--- config.mk ---
export PLATFORM = sky130hd
export DESIGN_NAME = cpu_run_ctrl
export DESIGN_NICKNAME = d
export VERILOG_FILES = /design/src/rtl/cpu_run_ctrl_pkg.sv /design/src/rtl/cpu_run_ctrl_edge_sync.sv /design/src/rtl/cpu_run_ctrl.sv
export SDC_FILE = /design/constraint.sdc
export NUM_CORES = 1
export LEC_CHECK = 0
export CORE_ASPECT_RATIO = 0.9
export CORE_MARGIN = 3
export CORE_UTILIZATION = 41
export DETAILED_ROUTE_END_ITERATION = 10
export PLACE_DENSITY = 0.84
export SKIP_LAST_GASP = 1
export SLEW_MARGIN = 20
export SYNTH_ARGS = -nofsm -noshare
export SYNTH_HDL_FRONTEND = slang
export SYNTH_SLANG_ARGS = --single-unit
--- constraint.sdc ---
create_clock -name clk -period 3.3 [get_ports clk]
set_clock_uncertainty 0.2 [all_clocks]
set_input_delay 0.99 -clock clk [delete_from_list [all_inputs] [get_ports clk]]
set_output_delay 0.99 -clock clk [all_outputs]
set_load 0.02 [all_outputs]
--- src/rtl/cpu_run_ctrl_pkg.sv ---
// Shared types for the CPU run controller: FSM state encoding, LED source
// select codes and the clock-enable decode used by the top level.
package cpu_run_ctrl_pkg;

   typedef enum logic [1:0] {
      IDLE = 2'd0,
      RUN  = 2'd1,
      STEP = 2'd2,
      HALT = 2'd3
   } run_state_e;

   localparam logic [1:0] SEL_DISP  = 2'b00;
   localparam logic [1:0] SEL_CYCLE = 2'b01;
   localparam logic [1:0] SEL_JMP   = 2'b10;
   localparam logic [1:0] SEL_BR    = 2'b11;

   // The pipeline advances only in the two executing states.
   function automatic logic state_is_exec(input run_state_e s);
      return (s == RUN) || (s == STEP);
   endfunction

endpackage

--- src/rtl/cpu_run_ctrl_edge_sync.sv ---
// Synchronizer plus registered rising-edge detector for an asynchronous
// level input. The pulse appears SYNC_STAGES+1 clocks after the input
// rises. A level that is already high when reset releases is not an edge:
// the detector only arms after it has seen the synchronized input low.
module edge_sync #(
   parameter int SYNC_STAGES = 2
) (
   input  logic clk,
   input  logic rst,
   input  logic async_i,
   output logic pulse_o
);

   logic [SYNC_STAGES-1:0] sync_q;
   logic                   prev_q;
   logic                   primed_q;
   logic                   armed_q;
   logic                   pulse_q;

   // Synchronizer chain, arming logic and edge-detect register.
   always_ff @(posedge clk or negedge rst) begin
      if (!rst) begin
         sync_q   <= '0;
         prev_q   <= 1'b0;
         primed_q <= 1'b0;
         armed_q  <= 1'b0;
         pulse_q  <= 1'b0;
      end else begin
         // NOTE: non-blocking assignments make every flop here sample the
         // pre-edge value, so the chain shifts exactly one stage per clock.
         sync_q[0] <= async_i;
         for (int i = 1; i < SYNC_STAGES; i++) begin
            sync_q[i] <= sync_q[i-1];
         end
         prev_q   <= sync_q[SYNC_STAGES-1];
         // First stage holds a real sample only after one clock out of reset.
         primed_q <= 1'b1;
         if (primed_q && !sync_q[0]) begin
            armed_q <= 1'b1;
         end
         pulse_q  <= armed_q & sync_q[SYNC_STAGES-1] & ~prev_q;
      end
   end

   assign pulse_o = pulse_q;

endmodule

--- src/rtl/cpu_run_ctrl.sv ---
// CPU run/step/halt controller with LED readout.
// Optional statistics counters (cycles, jumps, taken branches) are built
// only when RUN_CTRL_STATS_EN is defined; otherwise the counter selects
// read as zero.
module cpu_run_ctrl
   import cpu_run_ctrl_pkg::*;
#(
   parameter int CNT_W       = 32,
   parameter int SYNC_STAGES = 2
) (
   input  logic             clk,
   input  logic             rst,
   input  logic             go,
   input  logic             step_mode,
   input  logic             halt_req,
   input  logic             is_jmp,
   input  logic             br_taken,
   input  logic [CNT_W-1:0] disp_data,
   input  logic [1:0]       select,
   output logic             cpu_en,
   output logic             halted,
   output logic [CNT_W-1:0] led_data
);

   logic             go_pulse;
   run_state_e       state_q, state_d;
   logic [CNT_W-1:0] led_data_d, led_data_q;

   edge_sync #(
      .SYNC_STAGES(SYNC_STAGES)
   ) u_go_sync (
      .clk    (clk),
      .rst    (rst),
      .async_i(go),
      .pulse_o(go_pulse)
   );

   // State register.
   always_ff @(posedge clk or negedge rst) begin
      if (!rst) begin
         state_q <= IDLE;
      end else begin
         state_q <= state_d;
      end
   end

   // Next-state logic; halt requests win over a step-mode pause.
   always_comb begin
      // NOTE: assigning the default first keeps this block free of latches.
      state_d = state_q;
      case (state_q)
         IDLE: if (go_pulse) state_d = step_mode ? STEP : RUN;
         RUN: begin
            if (halt_req)       state_d = HALT;
            else if (step_mode) state_d = IDLE;
         end
         STEP: state_d = halt_req ? HALT : IDLE;
         HALT: if (go_pulse) state_d = step_mode ? STEP : RUN;
         default: state_d = IDLE;
      endcase
   end

   // Moore output decode from the state register only.
   always_comb begin
      cpu_en = state_is_exec(state_q);
      halted = (state_q == HALT);
   end

`ifdef RUN_CTRL_STATS_EN
   localparam logic [CNT_W-1:0] CNT_MAX = '1;

   logic [CNT_W-1:0] cycle_cnt_q, jmp_cnt_q, br_cnt_q;

   // Saturating statistics counters, cleared only by reset.
   always_ff @(posedge clk or negedge rst) begin
      if (!rst) begin
         cycle_cnt_q <= '0;
         jmp_cnt_q   <= '0;
         br_cnt_q    <= '0;
      end else if (cpu_en) begin
         if (cycle_cnt_q != CNT_MAX)           cycle_cnt_q <= cycle_cnt_q + 1'b1;
         if (is_jmp && jmp_cnt_q != CNT_MAX)   jmp_cnt_q   <= jmp_cnt_q + 1'b1;
         if (br_taken && br_cnt_q != CNT_MAX)  br_cnt_q    <= br_cnt_q + 1'b1;
      end
   end

   // LED source select across display word and counters.
   always_comb begin
      led_data_d = '0;
      case (select)
         SEL_DISP:  led_data_d = disp_data;
         SEL_CYCLE: led_data_d = cycle_cnt_q;
         SEL_JMP:   led_data_d = jmp_cnt_q;
         SEL_BR:    led_data_d = br_cnt_q;
         default:   led_data_d = '0;
      endcase
   end
`else
   // Retire-event inputs have no consumer without the counters.
   logic unused_stats_in;
   assign unused_stats_in = is_jmp ^ br_taken;

   // LED source select: only the display word exists in this build.
   always_comb begin
      led_data_d = '0;
      if (select == SEL_DISP) begin
         led_data_d = disp_data;
      end
   end
`endif

   // LED output register gives the one-clock readout latency.
   always_ff @(posedge clk or negedge rst) begin
      if (!rst) begin
         led_data_q <= '0;
      end else begin
         led_data_q <= led_data_d;
      end
   end

   assign led_data = led_data_q;

endmodule

## Word-level counts from Yosys, hierarchy flattened

Cells that the tools add are included.
Widths: inputs -> output; s select.

| operators by class | value |
|---|---|
| $add $sub $neg | 0 |
| $mul | 0 |
| div/mod/pow operators | 0 |
| $lt $le $gt $ge | 0 |
| eq/ne operators | 5 |
| shift-type cells | 0 |
| muxes and demuxes | 7 |
| bitwise gates (word level) | 3 |
| reduce and logical (&&, ||, !) cells | 7 |

Operators by type and width:

| kind | count |
|---|---|
| $mux 32 | 1 |
| $mux 2 | 5 |
| $pmux 2 s3 | 1 |
| $eq 2x2->1 const B | 2 |
| $logic_not 2->1 | 2 |
| $ne 3x3->1 const B | 1 |
| $and 1x1->1 | 2 |
| $eq 2x1->1 const B | 1 |
| $ne 2x1->1 const B | 1 |
| $reduce_and 2->1 | 1 |
| $reduce_or 2->1 | 1 |
| $logic_and 1x1->1 | 1 |
| $logic_not 1->1 | 1 |
| $logic_or 1x1->1 | 1 |
| $not 1->1 | 1 |

| word-level totals | value |
|---|---|
| bits in registers | 40 |
| bits in latches | 0 |
| bits in writable memories | 0 |
| memory bits (read-only) | 0 |
| input bits | 41 |
| output and inout port bits | 34 |
| logic and storage cells | 29 |
| memories kept | 0 |

## Depth between registers and ports, before layout

| depth | value |
|---|---|
| depth in word-level cells | 4 |
| depth in mapped cells | 5 |
| depth with buffers taken out | 5 |

## Hierarchy

Synthesis repeated with hierarchy kept, for this count alone.

| unflattened totals | value |
|---|---|
| cell total of the unflattened synthesis | 95 |
| area, all modules | 1371.3 µm² |

By module, submodules not included:

| module | instances | cells an instance | area each (µm²) | seq. area each (µm²) |
|---|---|---|---|---|
| cpu_run_ctrl | 1 | 84 | 1198.6 | 850.8 |
| edge_sync | 1 | 11 | 172.7 | 150.1 |

## Worst setup path after synthesis

OpenSTA, ideal clock, no wires.

| timing path | value |
|---|---|
| path kind | register to output |
| start | reg state_q[0] |
| end | out cpu_en |
| arrival time | 0.905 ns |
| required time | 2.110 ns |
| slack | 1.205 ns |
| stages on the path, launching flop included | 3 |
| buffers on the path | 0 |
| path through | dfrtp_1 > ha_1 > inv_1 |

| between the ends | value |
|---|---|
| word-level cells in the longest chain between the ends | 2 |
| elaborated cells between the ends (all ways) | 3 |
| classes of those cells | 2 x eq/ne; 1 x reduce/logical |

Ends and longest elaborated chain:

| element | RTL line | source |
|---|---|---|
| start, declared | cpu_run_ctrl.sv:26 | `run_state_e state_q, state_d;` |
| start signal, assigned | cpu_run_ctrl.sv:43 | `state_q <= state_d;` |
| $eq 2x1->1 or $eq 2x2->1 (tied branches) | cpu_run_ctrl_pkg.sv:19 | `return (s == RUN) \|\| (s == STEP);` |
| $logic_or 1x1->1 (*) | cpu_run_ctrl_pkg.sv:19 |  |
| end, declared | cpu_run_ctrl.sv:20 | `output logic cpu_en,` |

Mark *: on every way between the ends. The rest lies on a longest branch, timed or not.

## Worst setup path in the final report

Same ends and word-level chain as after synthesis.

==> summary.md <==
| Metric | Value |
|---|---|
| Layout fillers | `235` |
| Biggest area consumer among synthesized cells | `dfrtp_1` |
| EDFF count, synth | `0` |
| Vias in the first global route | `945` |
| Synth top area share | `72.99%` |
| Average cell area after synthesis | `14.43 um^2` |
| Hold_buf cts | `0` |
| Antenna cell count | `0` |
| Total congestion overflow after global routing | `0` |
| Busiest layer in global routing | `met2` |
| GR Layer Usage met3 | `8.889%` |
| Most used flip-flop cell after synthesis | `dfrtp_1` |
| Startpoint type of the worst setup path | `register` |
| Max-cap violations | `0` |
| Wire length of the first global-routing pass | `4195 um` |
| CP Max Fanout | `4` |
| PnR Total Power | `1149 uW` |
| Worst path arrival time | `1.78 ns` |
| Setup repair bufs after CTS | `0` |
| Cell count after synthesis | `95` |
| Launch point of the worst reg-to-reg path | `state_q[0]` |
| Run status | `completed` |
| Count of synthesis-stage warnings from yosys | `0` |
| Sequential element share of the synthesized area | `72.99%` |
| Depth of the worst register-to-register path | `4` |
| Number of port buffers | `72` |
| Type of element capturing the critical path | `output pin` |
| Die outline width | `66.96 um` |
| Period Utilization, post-route | `90.03%` |
| Top area cells in the synthesized netlist | `dfrtp_1, and2_1, buf_6` |
| Number of placement rows | `19` |
| Setup TNS | `0 ns` |
| Total number of vias | `937` |
| Slew @ Worst Pin | `0.8294 ns` |
| Final GP Congestion | `0.6676` |
| FF-to-FF End | `state_q[0]` |
| Overall track demand over capacity in global routing | `14.81%` |
| Layout net count | `214` |
| Setup slack, reg-to-reg | `1.75 ns` |
| Starting density of the core | `43.70%` |
| Area of combinational cells with multiple inputs | `325.3 um^2` |
| Detailed placer's ending HPWL | `2048 um` |
| Worst voltage drop across the vdd grid | `352.5 uV` |
| Most used standard cells in the synthesized netlist | `dfrtp_1, and2_1, buf_6, inv_1, nand2_1` |
| Leakage | `0.001002 uW` |
| Cell with the most instances after synthesis | `dfrtp_1` |
| Count of different cell masters after synthesis | `17` |
| Die Height | `60.87 um` |
| Critical path start-end classification | `register to output pin` |
| Max H-tree Level | `2` |
| Critical Path RT | `2.11 ns` |
| Worst-Skew Late Latency | `0.28 ns` |
| Net Count, Synth | `138` |
| Top Ports | `75` |
| Average detailed-routed wire length per instance | `12.60 um` |
| Clock tree from TritonCTS | `done` |
| Post-CTS resize count | `0` |
| Fraction of layout instances using a drive strength above 1 | `6.395%` |
| Routed Antenna Nets | `0` |
| Layout area overhead | `60.31%` |
| Number of DRC violations after detailed routing | `0` |
| Buffer levels on the longest clock path | `2` |
| Setup repair after global routing missed its margin | `no` |
| Number of storage elements in the synthesis netlist | `40` |
| Drt initial violations | `20` |
| GR Layer Usage met1 | `13.23%` |
| Clock transition at the registers of the reported paths | `0.07 ns` |
| Post-layout min period | `2.971 ns` |
| Fin. max-slew vios | `0` |
| Final-report hold violation count | `0` |
| Share of flip-flops with an asynchronous set or reset | `100.0%` |
| Class of the worst hold path | `register to register` |
| HP Start | `u_go_sync.sync_q[0]` |
| Startpoint of the worst setup timing path | `state_q[0]` |
| Initial antenna violation count | `0` |
| Root Buffer Master | `clkbuf_8` |
| Core area | `0.003138 mm^2` |
| Highest achievable clock rate | `336.6 MHz` |
| Setup-failing EPs final | `0` |
| Netlist Area Pre-Place | `0.001371 mm^2` |
| Number of sinks on the clock net | `40` |
| Met2 Usage GRT | `26.69%` |
| Power per unit of standard cell area | `522.7 mW/mm^2` |
| Routed wire length | `2696 um` |
| Largest net degree at the start of global routing | `41` |
| Inserted Clock Buffers | `5` |
| DRT Pass-1 Iters | `4` |
| Vias per inst | `4.379` |
| Storage cell area | `0.001001 mm^2` |
| Die Area | `0.004076 mm^2` |
| Destination of the critical timing path | `cpu_en` |
| Worst slew margin relative to its limit | `44.71%` |
## area by class of cell
| type | instances | share of cell area, % |
|---|---|---|
| Sequential cell | 40 | 45.53 |
| Inverter | 3 | 0.5122 |
| Clock inverter | 2 | 0.4553 |
| Clock buffer | 6 | 3.756 |
| Timing Repair Buffer | 72 | 32.56 |
| Multi-Input combinational cell | 49 | 14.80 |
| Tap cell | 42 | 2.390 |
## logic make-up after synthesis
| logic type | after synthesis | synth area share (%) |
|---|---|---|
| DFF | 40 | 72.99 |
| and+or+nand+nor | 39 | 17.34 |
| AOI/OAI and AO/OA | 6 | 3.558 |
| buffers and inverters | 6 | 3.284 |
| adders and majority gates | 2 | 1.825 |
| muxes | 1 | 0.7300 |
| other | 1 | 0.2735 |
## routing by layer
layer	part of all wire, %	vias to the layer above	wire length [um]
met5	0	-	0
met4	0.82	0	22
met3	14	2	380
met2	54	50	1444
met1	31	441	849
li1	-	444	-
## worst min-delay path by stage
| stage | endpoint | depth (start not counted) |
|---|---|---|
| after global routing | u_go_sync.sync_q[1] | 0 |
| after global placement | u_go_sync.prev_q | 0 |
| final | u_go_sync.sync_q[1] | 0 |
| after floorplan | u_go_sync.prev_q | 0 |
| after detailed placement | u_go_sync.prev_q | 0 |
| after CTS | u_go_sync.sync_q[1] | 0 |
## where the power goes
group	switching, uW	internal, uW	leakage, uW
Combinational	139	151	0.000429
Clock	152	167	0.0000510
Sequential	19.3	522	0.000523
## per-stage QoR
stage / setup WS (ns) / hold WS, ns / utilization [%] / instances / instance area, um^2
after floorplan: 1.205 / 0.1535 / - / 95 / 1371
after global placement: 0.6831 / 0.1562 / 67.11 / 206 / 2106
after detailed placement: 0.6406 / 0.1631 / 67.11 / 206 / 2106
after CTS: 0.3230 / 0.1818 / 70.06 / 214 / 2198
after global routing: 0.2333 / 0.1959 / 70.06 / 214 / 2198
final: 0.3290 / 0.1783 / 70.06 / 214 / 2198
## worst max-delay path, stage by stage (launching register included)
cell and delay (ns):
dfrtp_1 0.42, ha_1 0.35, inv_1 0.12, clkdlybuf4s50_1 0.61
## flip-flops by register name, summed over array words and instances, names as in the netlist
name                cells
u_go_sync.pulse_o       1
led_data               32
u_go_sync.primed_q      1
u_go_sync.armed_q       1
state_q                 2
u_go_sync.prev_q        1
u_go_sync.sync_q        2
## cells in the final DEF (no fill, tap or decap), drive strengths merged
cell,Yosys,routed
mux2i,1,1
o32ai,1,1
buf,3,1
nand2,3,3
conb,1,1
dfrtp,40,40
a211oi,2,2
o21ai,1,1
ha,2,2
clkdlybuf4s50,0,71
clkbuf,0,6
clkinv,0,2
nor2,2,2
a21o,2,2
nor2b,1,1
nor3,1,1
and2,32,32
inv,3,3
Power figures use the tool's default switching activity.
